File: src/rtl/wb_port_arbiter.sv
// rtl/wb_port_arbiter.sv - register file write-port arbiter between pipeline WB and a long-latency unit
module wb_port_arbiter #(
    parameter int X_LEN    = 32,
    parameter int MAX_WAIT = 4
) (
    input  logic             clk_i,
    input  logic             rst_n_i,
    input  logic             pipe_wb_en_i,
    input  logic [4:0]       pipe_rd_i,
    input  logic [X_LEN-1:0] pipe_data_i,
    input  logic             llu_issue_i,
    input  logic [4:0]       llu_issue_rd_i,
    input  logic             llu_valid_i,
    input  logic [4:0]       llu_rd_i,
    input  logic [X_LEN-1:0] llu_data_i,
    output logic             llu_ready_o,
    output logic             stall_wb_o,
    output logic             reg_write_o,
    output logic [4:0]       rd_addr_o,
    output logic [X_LEN-1:0] wb_data_o,
    output logic [31:0]      busy_o
);

    localparam int CW = $clog2(MAX_WAIT + 1);

    typedef enum logic [1:0] {
        S_IDLE,
        S_CONTEND,
        S_FORCE
    } state_t;

    state_t          state_q, state_d;
    logic [CW-1:0]   wait_q, wait_d;
    logic [31:0]     busy_q, busy_d;

    logic            pipe_req;
    logic            llu_x0;
    logic            grant_pipe;
    logic            grant_llu;
    logic            stall;
    logic            transfer;
    logic [31:0]     set_mask;
    logic [31:0]     clr_mask;

    assign pipe_req = pipe_wb_en_i && (pipe_rd_i != 5'd0);
    assign llu_x0   = llu_valid_i && (llu_rd_i == 5'd0);

    always_comb begin
        state_d    = S_IDLE;
        wait_d     = '0;
        grant_pipe = 1'b0;
        grant_llu  = 1'b0;
        stall      = 1'b0;
        case (state_q)
            S_FORCE: begin
                if (llu_valid_i) begin
                    grant_llu = 1'b1;
                    stall     = 1'b1;
                end else begin
                    grant_pipe = pipe_req;
                end
            end
            default: begin
                if (llu_valid_i && (!pipe_req || llu_x0)) begin
                    // An x0 result uses no port, so the pipe write proceeds alongside it
                    grant_llu  = 1'b1;
                    grant_pipe = pipe_req;
                end else if (llu_valid_i) begin
                    grant_pipe = 1'b1;
                    wait_d     = wait_q + 1'b1;
                    state_d    = (wait_d >= CW'(MAX_WAIT)) ? S_FORCE : S_CONTEND;
                end else begin
                    grant_pipe = pipe_req;
                end
            end
        endcase
    end

    always_comb begin
        llu_ready_o = 1'b0;
        stall_wb_o  = 1'b0;
        reg_write_o = 1'b0;
        rd_addr_o   = 5'd0;
        wb_data_o   = '0;
        if (rst_n_i) begin
            llu_ready_o = grant_llu;
            stall_wb_o  = stall;
            if (grant_llu && !llu_x0) begin
                reg_write_o = 1'b1;
                rd_addr_o   = llu_rd_i;
                wb_data_o   = llu_data_i;
            end else if (grant_pipe) begin
                reg_write_o = 1'b1;
                rd_addr_o   = pipe_rd_i;
                wb_data_o   = pipe_data_i;
            end
        end
    end

    assign transfer = llu_valid_i && llu_ready_o;

    always_comb begin
        set_mask = '0;
        clr_mask = '0;
        if (llu_issue_i && (llu_issue_rd_i != 5'd0)) begin
            set_mask = 32'd1 << llu_issue_rd_i;
        end
        if (transfer && (llu_rd_i != 5'd0)) begin
            clr_mask = 32'd1 << llu_rd_i;
        end
        // Set wins over clear: a re-issue to the retiring register stays outstanding
        busy_d    = (busy_q & ~clr_mask) | set_mask;
        busy_d[0] = 1'b0;
    end

    always_ff @(posedge clk_i or negedge rst_n_i) begin
        if (!rst_n_i) begin
            state_q <= S_IDLE;
            wait_q  <= '0;
            busy_q  <= '0;
        end else begin
            state_q <= state_d;
            wait_q  <= wait_d;
            busy_q  <= busy_d;
        end
    end

    assign busy_o = busy_q;

endmodule

File: config.mk
export PLATFORM = sky130hd
export DESIGN_NAME = wb_port_arbiter
export DESIGN_NICKNAME = d
export VERILOG_FILES = /design/src/rtl/wb_port_arbiter.sv
export SDC_FILE = /design/constraint.sdc
export NUM_CORES = 1
export LEC_CHECK = 0
export CAP_MARGIN = 15
export CORE_ASPECT_RATIO = 0.8
export CORE_UTILIZATION = 30
export CTS_CLUSTER_SIZE = 28
export DETAILED_ROUTE_END_ITERATION = 10
export PLACE_DENSITY = 0.74
export SLEW_MARGIN = 0
export SYNTH_ARGS = -nofsm -noshare
export SYNTH_HDL_FRONTEND = slang
export SYNTH_SLANG_ARGS = --single-unit
File: constraint.sdc
create_clock -name clk_i -period 2.19 [get_ports clk_i]
set_clock_uncertainty 0.2 [all_clocks]
set_input_delay 0.438 -clock clk_i [delete_from_list [all_inputs] [get_ports clk_i]]
set_output_delay 0.438 -clock clk_i [all_outputs]
set_load 0.02 [all_outputs]
* Yosys cells after proc, flatten, opt, wreduce, memory -nomap -nowiden
Cells that the tools add are included.
** Word-level totals
- Register bits after elaboration :: 36
- Bits of input ports :: 84
- Output and inout bits :: 72
- Logic and storage cells :: 53
** Operators by class
- Add/sub/neg operators :: 1
- Magnitude comparators :: 1
- Eq/ne operators :: 1
- Shift operators :: 2
- Muxes and demuxes :: 28
- Bitwise gates (word level) :: 3
- Reductions and logical operators :: 14
** Operators by type and width (number)
- $mux 32 :: 5
- $shl 1x5->32 const A :: 2
- $and 32x32->32 :: 1
- $not 32->32 :: 1
- $or 32x32->32 :: 1
- $mux 5 :: 3
- $reduce_bool 5->1 :: 3
- $mux 1 :: 13
- $mux 3 :: 3
- $mux 2 :: 4
- $logic_and 1x1->1 :: 7
- $logic_not 5->1 :: 1
- $add 3x1->3 const B :: 1
- $ge 3x3->1 const B :: 1
- $eq 2x2->1 const B :: 1
- $logic_not 1->1 :: 2
- $logic_or 1x1->1 :: 1

* Longest topological paths before layout
Gate-level depths: netlist of the first run.
- Word-level depth :: 14
- Depth in mapped cells :: 7
- Mapped depth without buffers :: 4

* Worst setup path before layout of the first run
Ideal clock, no wire load.
- Path kind :: input to output
- Start :: input llu_rd_i[0]
- End :: output wb_data_o[10]
- Arrival time :: 2.009 ns
- Data required time :: 1.552 ns
- Slack :: -0.457 ns
- Cell stages on the path :: 7
- Buffers on the path :: 3
- Cells stage by stage :: buf_2 or3_1 buf_2 o31ai_4 clkbuf_2 o21ai_0 a21oi_1
** On the way
- Longest elaborated chain between the ends :: 9
- Elaborated cells on any way between the ends :: 13
- Those cells by class :: mux: 7; reduce/logical: 6
** Ends and longest elaborated chain
- start: declaration :: RTL line 14 : input logic [4:0] llu_rd_i,
- $logic_not 5->1 (*) :: RTL line 46 : assign llu_x0 = llu_valid_i && (llu_rd_i == 5'd0);
- $logic_and 1x1->1 (*) :: RTL line 46
- $logic_or 1x1->1 :: RTL line 64 : if (llu_valid_i && (!pipe_req || llu_x0)) begin
- $logic_and 1x1->1 :: RTL line 64
- $mux 1 :: RTL line 64
- $mux 1 :: RTL line 54 : case (state_q)
- $mux 32 or $logic_and 1x1->1 (tied branches) :: RTL line 92, 88
- $mux 32 (*) :: RTL line 88 : if (grant_llu && !llu_x0) begin
- $mux 32 (*) :: RTL line 85 : if (rst_n_i) begin
- end: declaration :: RTL line 20 : output logic [X_LEN-1:0] wb_data_o,
Mark *: on every way between the ends. The rest lies on a longest branch, timed or not.

* Worst setup path after layout of the first run
- Start :: input pipe_rd_i[0]
- End :: output wb_data_o[9]
** On the way
- Longest elaborated chain between the ends :: 10
- Elaborated cells on any way between the ends :: 15
- Those cells by class :: mux: 9; reduce/logical: 6
** Ends and longest elaborated chain
- start: declaration :: RTL line 9 : input logic [4:0] pipe_rd_i,
- $reduce_bool 5->1 (*) :: RTL line 45 : assign pipe_req = pipe_wb_en_i && (pipe_rd_i != 5'd0);
- $logic_and 1x1->1 (*) :: RTL line 45
- $logic_not 1->1 :: RTL line 64
- $logic_or 1x1->1 :: RTL line 64
- $logic_and 1x1->1 :: RTL line 64
- $mux 1 :: RTL line 64
- $mux 1 :: RTL line 54
- $mux 32 or $logic_and 1x1->1 (tied branches) :: RTL line 92, 88
- $mux 32 (*) :: RTL line 88
- $mux 32 (*) :: RTL line 85
Marked as above.

==> results.cfg, run 1 <==
[status]
violations = setup timing
status = finished with violations

[final_layout]
area_growth_pct = 145
post-route-cell-area_sq_um = 5640
nFillCells = 434
drive_above_1_share_pct = 51.4
nNetsFinal = 566
fin_util_pct = 75.9
final_cells = 588

[timing]
whs_ns = 0.284
layout_worst_path_cycle_share_pct = 128
finalSetupViolCount = 67
fin_crit_ns = 2.81
fmax_mhz = 356
rsz0062_at_grt = yes
tns_ns = -22.75
maxSlewViolCount = 0
setup_ws_ns = -0.618
hold_violations = 0

[critical_path]
crit_path_start_kind = primary input
cp_common_cell = buf_6
endpoint_kind = output pin
crit_chain = buf_6, or4_4, buf_6, o211ai_4, buf_6, buf_6, nand3_2, a21oi_2, buf_6
slowest_stage = or4_4
required_ns = 1.55
crit_type = primary input to output pin
worstPathBufferInverterCount = 5
r2r_setup_slack_ns = 0.11
cp_max_fo = 7
slowest_delay_ns = 0.54
cp_top_family = buffers and inverters
crit_arrival_ns = 2.17

[clocking]
clkSinkCount = 35
htree_levels = 2
cts_made_buffers = 5
tritoncts = built
clock_latency_ns = 0.29
cts.clk_slew.worst_paths_ns = 0.07
root_buffer = clkbuf_8
clockBufferDepth = 2

[synthesis]
postSynthAreaPerCell_sq_um = 8.17
synth_edf_count = 0
ys_types = 42
synthCells = 282
ys_ff_latch = 35
syn_area_sq_um = 2300
synthArstFlopShare_pct = 100
yosys_warnings = 0
ys.flop_type = dfrtp_1
syn-num-nets = 367
seq_area_frac_synth_pct = 38.0

[drt]
first_pass_iters = 5
drc = 0
antenna_left = 0
met2WireLength_um = 6690
vias = 3559
highest_layer = met4
routed_via_density = 6.05
drtIter0Drc = 354
drt-total-wl_um = 14300
wl_met3_um = 1240
post_drt_wl_per_cell_um = 24.3
wl_met1_um = 5640

[die]
die_area_sq_um = 8040
initial_utilization_pct = 31.0
die_y_um = 80.4
rows = 28
die_w_um = 100
core-area_sq_um = 7430
ios = 156

[grt]
grt_pass1_vias = 3314
grt_max_degree = 32
antenna_found_initial = 2
grt_pass1_wl_um = 18600
overflow = 0
grt_usage_pct = 30.6

[placement]
hpwlAfterDp_um = 7190
place.gp.congestion = 0.792
placed_area_sq_um = 4370
io_buffers = 154
placed_cells = 550

[run]
maxCapViolations = 0

[pwr]
ir_worst_vdd_v = 0.000333
p_per_area_nw_per_um2 = 543
p_leak_nw = 2.10

[min_path]
min-delay-path-class = primary input to asynchronous set/reset pin
state kept, by name, summed over array words and instances (netlist names):
name     flops
busy_o      31
state_q      2
wait_q       2
logic make-up after synthesis:
family / Yosys count / synth area share [%]
AO/OA/AOI/OAI: 138 / 36.8
AND/OR/NAND/NOR: 76 / 17.8
flip-flops: 35 / 38.0
buffers and inverters: 30 / 6.30
XOR/XNOR: 1 / 0.380
adder cells (fa/ha/maj): 1 / 0.543
other: 1 / 0.163
cells in the mapped netlist, drive strengths merged (2+ instances only):
master,instances,area (sq um)
a211oi,2,15.0
dfrtp,35,876
nand3,38,190
a21oi,33,165
o31ai,29,231
and3,2,12.5
inv,3,11.3
clkbuf,15,60.1
nand4,2,12.5
nand2b,3,18.8
nand2,8,30.0
nand4b,2,17.5
buf,12,73.8
nand3b,4,30.0
o21ai,61,309
nor2,7,26.3
nor2b,3,18.8
or3b,2,17.5
a32o,5,50.1
o211a,2,27.5
o22ai,2,12.5
metal layers:
| metal | vias up | track usage, % |
|---|---|---|
| met4 | 0 | 10.9 |
| li1 | 1485 | - |
| met2 | 254 | 48.6 |
| met3 | 73 | 5.13 |
| met5 | - | 0 |
| met1 | 1747 | 41.8 |
power by group:
group | internal (mW) | total (mW) | switching, mW
clock network | 0.247 | 0.495 | 0.248
logic | 0.838 | 1.63 | 0.792
registers | 0.784 | 0.935 | 0.151
total | 1.87 | 3.06 | 1.19
final timing paths:
| check | startpoint | endpoint | cells after the start |
|---|---|---|---|
| setup / recovery | pipe_rd_i[0] | wb_data_o[9] | 9 |
| hold / removal | rst_n_i | busy_o[17]$_DFF_PN0_ | 3 |
| setup reg to reg | state_q[0]$_DFF_PN0_ | state_q[0]$_DFF_PN0_ | 8 |
| hold reg to reg | busy_o[4]$_DFF_PN0_ | busy_o[4]$_DFF_PN0_ | 1 |
| max in group asynchronous | rst_n_i | state_q[1]$_DFF_PN0_ | 3 |
| min in group clk_i | busy_o[4]$_DFF_PN0_ | busy_o[4]$_DFF_PN0_ | 1 |
layout by cell type, fill, tap and decap left out, types with 9 or more instances in the layout:
master,count
clkdlybuf4s50_1,103
o21ai_1,43
buf_4,42
buf_6,41
dfrtp_1,35
a21oi_2,28
o31ai_4,24
nand3_2,20
nand3_1,12
o21ai_2,12
buf_12,11
buf_16,9
area by class of cell:
cell class | count | area [sq um] | area share (%)
well taps | 105 | 131 | 2.33
clock buffers | 6 | 82.6 | 1.46
clock inverters | 1 | 5.00 | 0.0888
flip-flops and latches | 35 | 876 | 15.5
diodes | 2 | 5.00 | 0.0888
inverters | 3 | 13.8 | 0.244
repair buffers | 219 | 2400 | 42.6
multi-input cells | 217 | 2120 | 37.7
worst register-to-register path, stage by stage (launching register included):
cell and delay, ns:
dfrtp_1 0.38, nand2b_1 0.28, o211a_4 0.32, buf_12 0.14, buf_12 0.13, buf_16 0.16, buf_6 0.13, nand2_4 0.05
nor2_1 0.19
metrics by stage:
stage / power, mW / worst slack, ns
6_report: 3.06 / -0.618
5_1_grt: 3.16 / -0.666
4_1_cts: 2.84 / -0.595
3_5_place_dp: 2.08 / -1.22
3_3_place_gp: 2.06 / -1.19
2_1_floorplan: 1.43 / -0.356
what timing repair did:
item                                   in CTS  in global routing
setup buffers                              19                  3
endpoints found under the hold margin       4                  0
gates cloned                               11                  0
pin swaps                                  71                 22
resized for setup                         399                 64
hold buffers                                1                  0
setup endpoints to repair                  75                 74
Power figures use the tool's default switching activity.
==> run 2, diff against run 1 <==
Settings changed: SLEW_MARGIN 0 to 30.
==> results of run 2 <==
Final layout, timing and power as in run 1 (identical DEF).
